<file path="src/rtl/taint_scan_pkg.sv">
// Shared encodings for the taint memory scan/clear sequencer.
package taint_scan_pkg;

    typedef enum logic [1:0] {
        OpScan      = 2'b00,
        OpClear     = 2'b01,
        OpScanClear = 2'b10,
        OpRsvd      = 2'b11
    } op_e;

    typedef enum logic [2:0] {
        StIdle,
        StRd,
        StChk,
        StWr,
        StRsp
    } state_e;

endpackage

</file>
<file path="src/rtl/taint_scan_accum.sv">
// Summary accumulator for a taint sweep: nonzero-word count, lowest tainted address, OR mask.
module taint_scan_accum #(
    parameter int unsigned ABITS = 6,
    parameter int unsigned WIDTH = 8
) (
    input  logic             pos_clk,
    input  logic             pos_arst,
    input  logic             clear,
    input  logic             acc_en,
    input  logic [ABITS-1:0] addr,
    input  logic [WIDTH-1:0] data,
    output logic [ABITS:0]   count,
    output logic [ABITS-1:0] first,
    output logic             found,
    output logic [WIDTH-1:0] mask
);

    logic [ABITS:0]   count_q;
    logic [ABITS-1:0] first_q;
    logic [WIDTH-1:0] mask_q;

    always_ff @(posedge pos_clk or posedge pos_arst) begin
        if (pos_arst) begin
            count_q <= '0;
            first_q <= '0;
            mask_q  <= '0;
        end else if (clear) begin
            count_q <= '0;
            first_q <= '0;
            mask_q  <= '0;
        end else if (acc_en && data != '0) begin
            count_q <= count_q + (ABITS+1)'(1);
            // Sweep runs in ascending order, so the first hit is the lowest address.
            if (count_q == '0) begin
                first_q <= addr;
            end
            mask_q <= mask_q | data;
        end
    end

    assign count = count_q;
    assign first = first_q;
    assign found = (count_q != '0);
    assign mask  = mask_q;

endmodule

</file>
<file path="src/rtl/taint_scan_ctrl.sv">
// Sweeps a shadow taint memory through a port shared with design-side writes,
// scanning and/or clearing every word and reporting a taint summary.
module taint_scan_ctrl
    import taint_scan_pkg::*;
#(
    parameter int unsigned SIZE  = 64,
    parameter int unsigned ABITS = 6,
    parameter int unsigned WIDTH = 8
) (
    input  logic             pos_clk,
    input  logic             pos_arst,
    input  logic             cmd_valid,
    output logic             cmd_ready,
    input  logic [1:0]       cmd_op,
    input  logic             host_wr_en,
    input  logic [ABITS-1:0] host_wr_addr,
    output logic             mem_rd_en,
    output logic [ABITS-1:0] mem_rd_addr,
    input  logic [WIDTH-1:0] mem_rd_data,
    output logic             mem_wr_en,
    output logic [ABITS-1:0] mem_wr_addr,
    output logic             busy,
    output logic             rsp_valid,
    input  logic             rsp_ready,
    output logic [ABITS:0]   rsp_count,
    output logic [ABITS-1:0] rsp_first,
    output logic             rsp_found,
    output logic [WIDTH-1:0] rsp_mask,
    output logic             rsp_err
);

    localparam logic [ABITS-1:0] LastAddr = ABITS'(SIZE - 1);

    state_e           state_q, state_d;
    op_e              op_q, op_d;
    logic [ABITS-1:0] addr_q, addr_d;
    logic             err_q, err_d;
    logic             hold_q, hold_d;
    logic [WIDTH-1:0] data_q, data_d;
    logic [WIDTH-1:0] chk_data;
    logic             acc_clear, acc_en;
    logic             last;

    assign last = (addr_q == LastAddr);
    // Read data is only on the bus for one cycle; a held CHK works from the captured copy.
    assign chk_data = hold_q ? data_q : mem_rd_data;

    always_ff @(posedge pos_clk or posedge pos_arst) begin
        if (pos_arst) begin
            state_q <= StIdle;
            op_q    <= OpScan;
            addr_q  <= '0;
            err_q   <= 1'b0;
            hold_q  <= 1'b0;
            data_q  <= '0;
        end else begin
            state_q <= state_d;
            op_q    <= op_d;
            addr_q  <= addr_d;
            err_q   <= err_d;
            hold_q  <= hold_d;
            data_q  <= data_d;
        end
    end

    always_comb begin
        state_d   = state_q;
        op_d      = op_q;
        addr_d    = addr_q;
        err_d     = err_q;
        hold_d    = hold_q;
        data_d    = data_q;
        acc_clear = 1'b0;
        acc_en    = 1'b0;
        mem_rd_en = 1'b0;
        mem_wr_en = 1'b0;
        unique case (state_q)
            StIdle: begin
                if (cmd_valid) begin
                    op_d      = op_e'(cmd_op);
                    addr_d    = '0;
                    err_d     = 1'b0;
                    hold_d    = 1'b0;
                    acc_clear = 1'b1;
                    case (op_e'(cmd_op))
                        OpScan, OpScanClear: state_d = StRd;
                        OpClear:             state_d = StWr;
                        default: begin
                            err_d   = 1'b1;
                            state_d = StRsp;
                        end
                    endcase
                end
            end
            StRd: begin
                if (!host_wr_en) begin
                    mem_rd_en = 1'b1;
                    state_d   = StChk;
                end
            end
            StChk: begin
                if (host_wr_en && host_wr_addr == addr_q) begin
                    // Word changed under us: drop the stale data and read again.
                    hold_d  = 1'b0;
                    state_d = StRd;
                end else if (op_q == OpScanClear && chk_data != '0 && host_wr_en) begin
                    hold_d = 1'b1;
                    data_d = chk_data;
                end else begin
                    hold_d    = 1'b0;
                    acc_en    = 1'b1;
                    mem_wr_en = (op_q == OpScanClear) && (chk_data != '0);
                    if (last) begin
                        state_d = StRsp;
                    end else begin
                        addr_d  = addr_q + ABITS'(1);
                        state_d = StRd;
                    end
                end
            end
            StWr: begin
                if (!host_wr_en) begin
                    mem_wr_en = 1'b1;
                    if (last) begin
                        state_d = StRsp;
                    end else begin
                        addr_d = addr_q + ABITS'(1);
                    end
                end
            end
            StRsp: begin
                if (rsp_ready) begin
                    state_d = StIdle;
                end
            end
            default: state_d = StIdle;
        endcase
    end

    taint_scan_accum #(
        .ABITS (ABITS),
        .WIDTH (WIDTH)
    ) u_accum (
        .pos_clk  (pos_clk),
        .pos_arst (pos_arst),
        .clear    (acc_clear),
        .acc_en   (acc_en),
        .addr     (addr_q),
        .data     (chk_data),
        .count    (rsp_count),
        .first    (rsp_first),
        .found    (rsp_found),
        .mask     (rsp_mask)
    );

    assign cmd_ready   = (state_q == StIdle);
    assign busy        = (state_q != StIdle);
    assign rsp_valid   = (state_q == StRsp);
    assign rsp_err     = err_q;
    assign mem_rd_addr = addr_q;
    assign mem_wr_addr = addr_q;

endmodule

</file>
<file path="config.mk">
export PLATFORM = sky130hd
export DESIGN_NAME = taint_scan_ctrl
export DESIGN_NICKNAME = d
export VERILOG_FILES = /design/src/rtl/taint_scan_pkg.sv /design/src/rtl/taint_scan_accum.sv /design/src/rtl/taint_scan_ctrl.sv
export SDC_FILE = /design/constraint.sdc
export NUM_CORES = 1
export LEC_CHECK = 0
export CAP_MARGIN = 25
export CORE_MARGIN = 5
export CORE_UTILIZATION = 40
export DETAILED_ROUTE_END_ITERATION = 12
export DONT_BUFFER_PORTS = 1
export GPL_TIMING_DRIVEN = 0
export SYNTH_ARGS = -nofsm -noshare
export SYNTH_HDL_FRONTEND = slang
export SYNTH_SLANG_ARGS = --single-unit
</file>
<file path="constraint.sdc">
create_clock -name pos_clk -period 1.8 [get_ports pos_clk]
set_input_delay 0.36 -clock pos_clk [delete_from_list [all_inputs] [get_ports pos_clk]]
set_output_delay 0.36 -clock pos_clk [all_outputs]
set_load 0.05 [all_outputs]
</file>
## Word level (Yosys, flattened, before mapping)

Cells that the tools add are included.

| storage, ports and cells | value |
|---|---|
| bits in registers | 42 |
| input port bits | 21 |
| output and inout port bits | 40 |
| word-level logic and storage cells | 91 |

| cells by class | value |
|---|---|
| reductions and logical operators | 22 |
| equality and inequality tests | 17 |
| add/subtract/negate cells | 2 |
| bitwise gates (word level) | 2 |
| multiplexer cells | 39 |

Operators with widths:

| cell | count |
|---|---|
| 2-to-1 mux 6 bit | 8 |
| 2-to-1 mux 3 bit | 8 |
| 2-to-1 mux 8 bit | 3 |
| one-hot mux 6 bit (3 select lines) | 1 |
| one-hot mux 3 bit (5 select lines) | 1 |
| 2-to-1 mux 7 bit | 2 |
| 2-to-1 mux 1 bit | 13 |
| inequality test 2 bit, second input constant | 6 |
| OR 8 bit | 1 |
| nonzero test 8 bit | 1 |
| adder 7 x 1 -> 7 bit, second input constant | 1 |
| logical NOT 7 bit | 1 |
| nonzero test 7 bit | 1 |
| adder 6 x 1 -> 6 bit, second input constant | 1 |
| == test 3 x 2 -> 1 bit, second input constant | 2 |
| == test 6 bit | 1 |
| == test 6 bit, second input constant | 1 |
| one-hot mux 3 bit (2 select lines) | 1 |
| AND reduction 2 bit | 3 |
| AND reduction 6 bit | 1 |
| nonzero test 2 bit | 3 |
| nonzero test 3 bit | 2 |
| AND reduction 5 bit | 1 |
| == test 2 bit, second input constant | 2 |
| 13 further kinds | 17 |

## Longest topological paths before layout

| depth | value |
|---|---|
| depth after elaboration | 10 |
| depth in mapped cells | 7 |
| depth with buffers taken out | 6 |

## By module

From an unflattened synthesis, not the netlist that was laid out.

| second synthesis, totals | value |
|---|---|
| cell total of the unflattened synthesis | 238 |
| area, all modules | 2441.1 sq um |

By module, submodules not included:

| module | cells an instance | sequential area each (sq um) | area an instance (sq um) | instances |
|---|---|---|---|---|
| taint_scan_ctrl | 139 | 525.5 | 1426.4 | 1 |
| taint_scan_accum | 99 | 525.5 | 1014.7 | 1 |

## Least setup slack after synthesis

Ideal clock, no wire load.

| timing | value |
|---|---|
| path kind | reg-to-output |
| from | register state_q[1] |
| to | output port mem_rd_en |
| data arrival time | 2.251 ns |
| setup slack | -0.811 ns |
| buffers on the path | 1 |
| cell stages (with the launch flop) | 3 |
| required time | 1.440 ns |
| cells stage by stage | dfrtp_1 clkbuf_1 nor4b_1 |

| on the way | value |
|---|---|
| longest elaborated chain between the ends | 2 |

RTL lines:

| what | RTL line | text |
|---|---|---|
| start, declared | taint_scan_ctrl.sv:34 | `state_e state_q, state_d;` |
| start signal, assigned | taint_scan_ctrl.sv:50 | `state_q <= StIdle;` |
| start signal, assigned | taint_scan_ctrl.sv:57 | `state_q <= state_d;` |
| == test 3 x 1 -> 1 bit | taint_scan_ctrl.sv:77 | `unique case (state_q)` |
| 2-to-1 mux 1 bit | taint_scan_ctrl.sv:77 |  |
| end, declared | taint_scan_ctrl.sv:17 | `output logic mem_rd_en,` |

Every way passes these cells.

## Final worst setup path

| timing | value |
|---|---|
| from | register data_q[4] |
| to | output port mem_wr_en |

| on the way | value |
|---|---|
| longest elaborated chain between the ends | 7 |

RTL lines:

| what | RTL line | text |
|---|---|---|
| start, declared | taint_scan_ctrl.sv:39 | `logic [WIDTH-1:0] data_q, data_d;` |
| start signal, assigned | taint_scan_ctrl.sv:62 | `data_q <= data_d;` |
| 2-to-1 mux 8 bit (*) | taint_scan_ctrl.sv:46 | `assign chk_data = hold_q ? data_q : mem_rd_data;` |
| nonzero test 8 bit (*) | taint_scan_ctrl.sv:106, taint_scan_ctrl.sv:112 |  |
| logical AND 1 bit (*) | taint_scan_ctrl.sv:106, taint_scan_ctrl.sv:112 |  |
| logical AND 1 bit | taint_scan_ctrl.sv:106 | `end else if (op_q == OpScanClear && chk_data != '0 && host_wr_en) begin` |
| 2-to-1 mux 1 bit (*) | taint_scan_ctrl.sv:106 |  |
| 2-to-1 mux 1 bit (*) | taint_scan_ctrl.sv:102 | `if (host_wr_en && host_wr_addr == addr_q) begin` |
| one-hot mux 1 bit (2 select lines) (*) | taint_scan_ctrl.sv:77 |  |
| end, declared | taint_scan_ctrl.sv:20 | `output logic mem_wr_en,` |

Every way passes the cells marked *; elsewhere a longest branch is shown, timed or not.

==> impl_results.md <==
* Yosys warns at 0
* Number of global-route vias before repair at 1845
* Max-slew headroom at 49.7%
* Clock power frac at 13.9%
* Worst EP required at 1.44 ns
* Max clock buf depth at 2
* Crit path capture type: primary output
* Combinational power share at 44.5%
* Footprint of the multi-input gates at 1450 µm²
* VDD IR max at 0.731 mV
* Filler Cells Inserted at 481
* Post-route ant nets at 0
* Async SR Flop Fraction at 100%
* Crit-path max FO at 3
* H-tree levels at 2
* Post-synthesis cell area at 2310 µm²
* Seq pwr share at 41.6%
* Initial antenna violation count at 0
* Placed Cells at 307
* Clk_lat worst skew at 0.29 ns
* Mean Syn Cell Area at 9.93 µm²
* Drt total wl at 6020 µm
* Area leader, netlist: dfrtp_1
* HPWL Detailed at 3860 µm
* Worst EP arrival at 1.84 ns
* Yosys reg bits at 42
* Core area at 5570 µm²
* Root Buffer: clkbuf_8
* Area Growth Syn to Fin at 38.2%
* Hold/Removal Path Class: input pin to register
* Most frequent cell after synthesis: dfrtp_1
* Worst slew pin tran at 0.755 ns
* Tmin final at 2.20 ns
* Final hold violation count at 0
* Post-synth top flop: dfrtp_1
* Die Wd at 86.1 µm
* Largest family of logic cells by synthesized area: simple AND/OR/NAND/NOR gates
* Final routed DRC violation total at 0
* GRT overflow at 0
* Synth Area in Simple Gates at 21.1%
* Synth area leaders: dfrtp_1, mux2i_1, nand2_1, mux2_2, o21ai_0
* TritonCTS clock tree: done
* Layout cells sized above 1 at 47.9%
* Fin nets at 290
* Crit path kind: register to primary output
* GRT Resource Usage Total at 15.8%
* Initial core utilization at 41.5%
* Post-Syn Instances at 233
* Inserted Diodes at 0
* Xor and xnor area share after synthesis at 2.27%
* Vias at 1851
* Synth Area in Compound Gates at 9.79%
* NetSw at 0.00263 W
* Int Pwr at 0.00273 W
* Post-route setup slack at -0.403 ns
* CTS Buf Count at 5
* Synth top area share at 45.4%
* P per Cell Area at 1680 nW/µm²
* Leak at 1.37 nW
* Final GP Congestion at 0.832
* Drt via density at 5.46
* Final Non-Filler Cells at 339
* Mux share of post-synthesis cell area at 14.4%
* Hold WS at 0.216 ns
* Slew Viols, Final at 0
* Worst-path clk slew at 0.08 ns
* Global-route wire length before repair at 9430 µm
* Synth Area in Adders at 1.62%
* Post-DR wirelength/cell at 17.8 µm
* Violated checks: negative setup slack
* Post-synth EDFFs at 0
* Row count at 27
* DRT iter0 DRCs at 61
* # IOs at 61
* Final Core Density at 57.4%
* Clock sinks at 42
* Max Fclk at 454 MHz
* Post-synth net total at 257
* Die height at 86.1 µm
* Switching part of the total power at 49.1%
* Startpoint types: register
* Fin Clk Skew at 0.00921 ns
* RSZ-0062 raised after global routing: yes
* Setup violations, final at 45
* Commonest cells in the synthesized netlist: dfrtp_1, nand2_1, mux2i_1
* Max Cap Violations at 0
* Sequential Area at 1070 µm²
* Port bufs at 0
* 1st-pass router iterations at 4
* Synth cell types at 41
* Largest net degree at the start of global routing at 43
* Outcome: finished with violations
* Post-synthesis sequential area ratio at 45.4%
* Crit share post-route at 122%
* Die footprint at 7400 µm²
-- placed cells by master, fill, tap and decap left out, drive strengths merged, types with 2 or more instances in the layout --
master / count
a21oi: 3
a22o: 2
a31oi: 2
and2: 2
and3: 2
buf: 34
clkbuf: 10
clkinvlp: 2
dfrtp: 42
ha: 3
inv: 12
mux2: 10
mux2i: 22
nand2: 36
nand2b: 2
nand3: 12
nand3b: 4
nand4: 3
nor2: 6
nor2b: 4
nor3: 4
nor3b: 2
nor4: 3
nor4b: 3
o21ai: 13
o22a: 4
o22ai: 2
or4: 3
or4b: 2
xnor2: 6
-- through the flow --
| stage | TNS (ns) | area, µm² | total power [W] | worst slack (ns) |
|---|---|---|---|---|
| after floorplan | -5.22 | 2400 | 0.00356 | -0.325 |
| after global placement | -18.58 | 2490 | 0.00388 | -0.560 |
| after detailed placement | -15.34 | 2510 | 0.00392 | -0.564 |
| after CTS | -9.64 | 2840 | 0.00489 | -0.445 |
| after global routing | -12.53 | 3200 | 0.00569 | -0.466 |
| final | -8.76 | 3200 | 0.00537 | -0.403 |
-- state kept, by name, indices dropped and copies added, names as in the netlist --
| register | cells |
|---|---|
| data_q | 8 |
| u_accum.mask | 8 |
| u_accum.count | 7 |
| mem_rd_addr | 6 |
| u_accum.first | 6 |
| state_q | 3 |
| op_q | 2 |
| hold_q | 1 |
| rsp_err | 1 |
-- timing repair --
action                                  4_1_cts  5_1_grt
buffers inserted                             10       10
gates cloned                                  0        3
hold buffers                                  1        0
gates resized for setup                      36       68
pin swaps                                     3       12
hold endpoints to repair                     42        0
endpoints found under the setup margin       46       46
-- final timing paths --
kind | from | endpoint | slack (ns) | cells past startpoint
max in group asynchronous | pos_arst | state_q[2]$_DFFE_PP0P_ | 1.03 | 3
min reg2reg | op_q[0]$_DFFE_PP0P_ | op_q[0]$_DFFE_PP0P_ | 0.53 | 1
max | data_q[4]$_DFFE_PP0P_ | mem_wr_en | -0.40 | 5
min | mem_rd_data[7] | data_q[7]$_DFFE_PP0P_ | 0.22 | 1
min in group asynchronous | pos_arst | mem_rd_addr[0]$_DFFE_PP0P_ | 0.55 | 3
max reg2reg | hold_q$_DFFE_PP0P_ | mem_rd_addr[0]$_DFFE_PP0P_ | -0.39 | 6
-- cells by family (layout without fill, tap and decap cells) --
family / after synthesis / after routing
AO/OA/AOI/OAI: 32 / 32
flip-flops: 42 / 42
adder cells (fa/ha/maj): 3 / 3
multiplexers: 32 / 32
buffers and inverters: 27 / 60
AND/OR/NAND/NOR: 91 / 92
XOR/XNOR: 6 / 6
-- worst max-delay path: stages, from the launching register on --
cell	delay, ns
dfrtp_1	0.40
or4b_4	0.55
o22ai_4	0.23
nand2_2	0.10
a31oi_4	0.16
nor3_4	0.12
-- power groups by stage --
stage / Sequential (W) / Clock, W / Combinational (W)
floorplan: 0.00210 / 0 / 0.00146
global placement: 0.00220 / 0 / 0.00169
detailed placement: 0.00221 / 0 / 0.00171
CTS: 0.00219 / 0.000763 / 0.00194
global route: 0.00229 / 0.000804 / 0.00259
finish: 0.00223 / 0.000745 / 0.00239
-- area by class of cell --
class                      instances  share of cell area, %
clock inverter                     2                   1.17
tap                               72                   2.82
buffer                            14                   4.50
inverter                          13                   1.64
sequential                        42                   33.6
clock buffer                       6                   2.27
multi-input combinational        165                   45.4
timing repair buffer              25                   8.61
-- layer usage --
layer	GRT usage [%]	vias up	part of all wire, %
met3	5.00	4	6.7
met2	26.1	38	51
met1	20.4	924	42
met5	0	-	0
li1	-	885	-
met4	3.45	0	0.61
(Power assumes the default switching activity.)
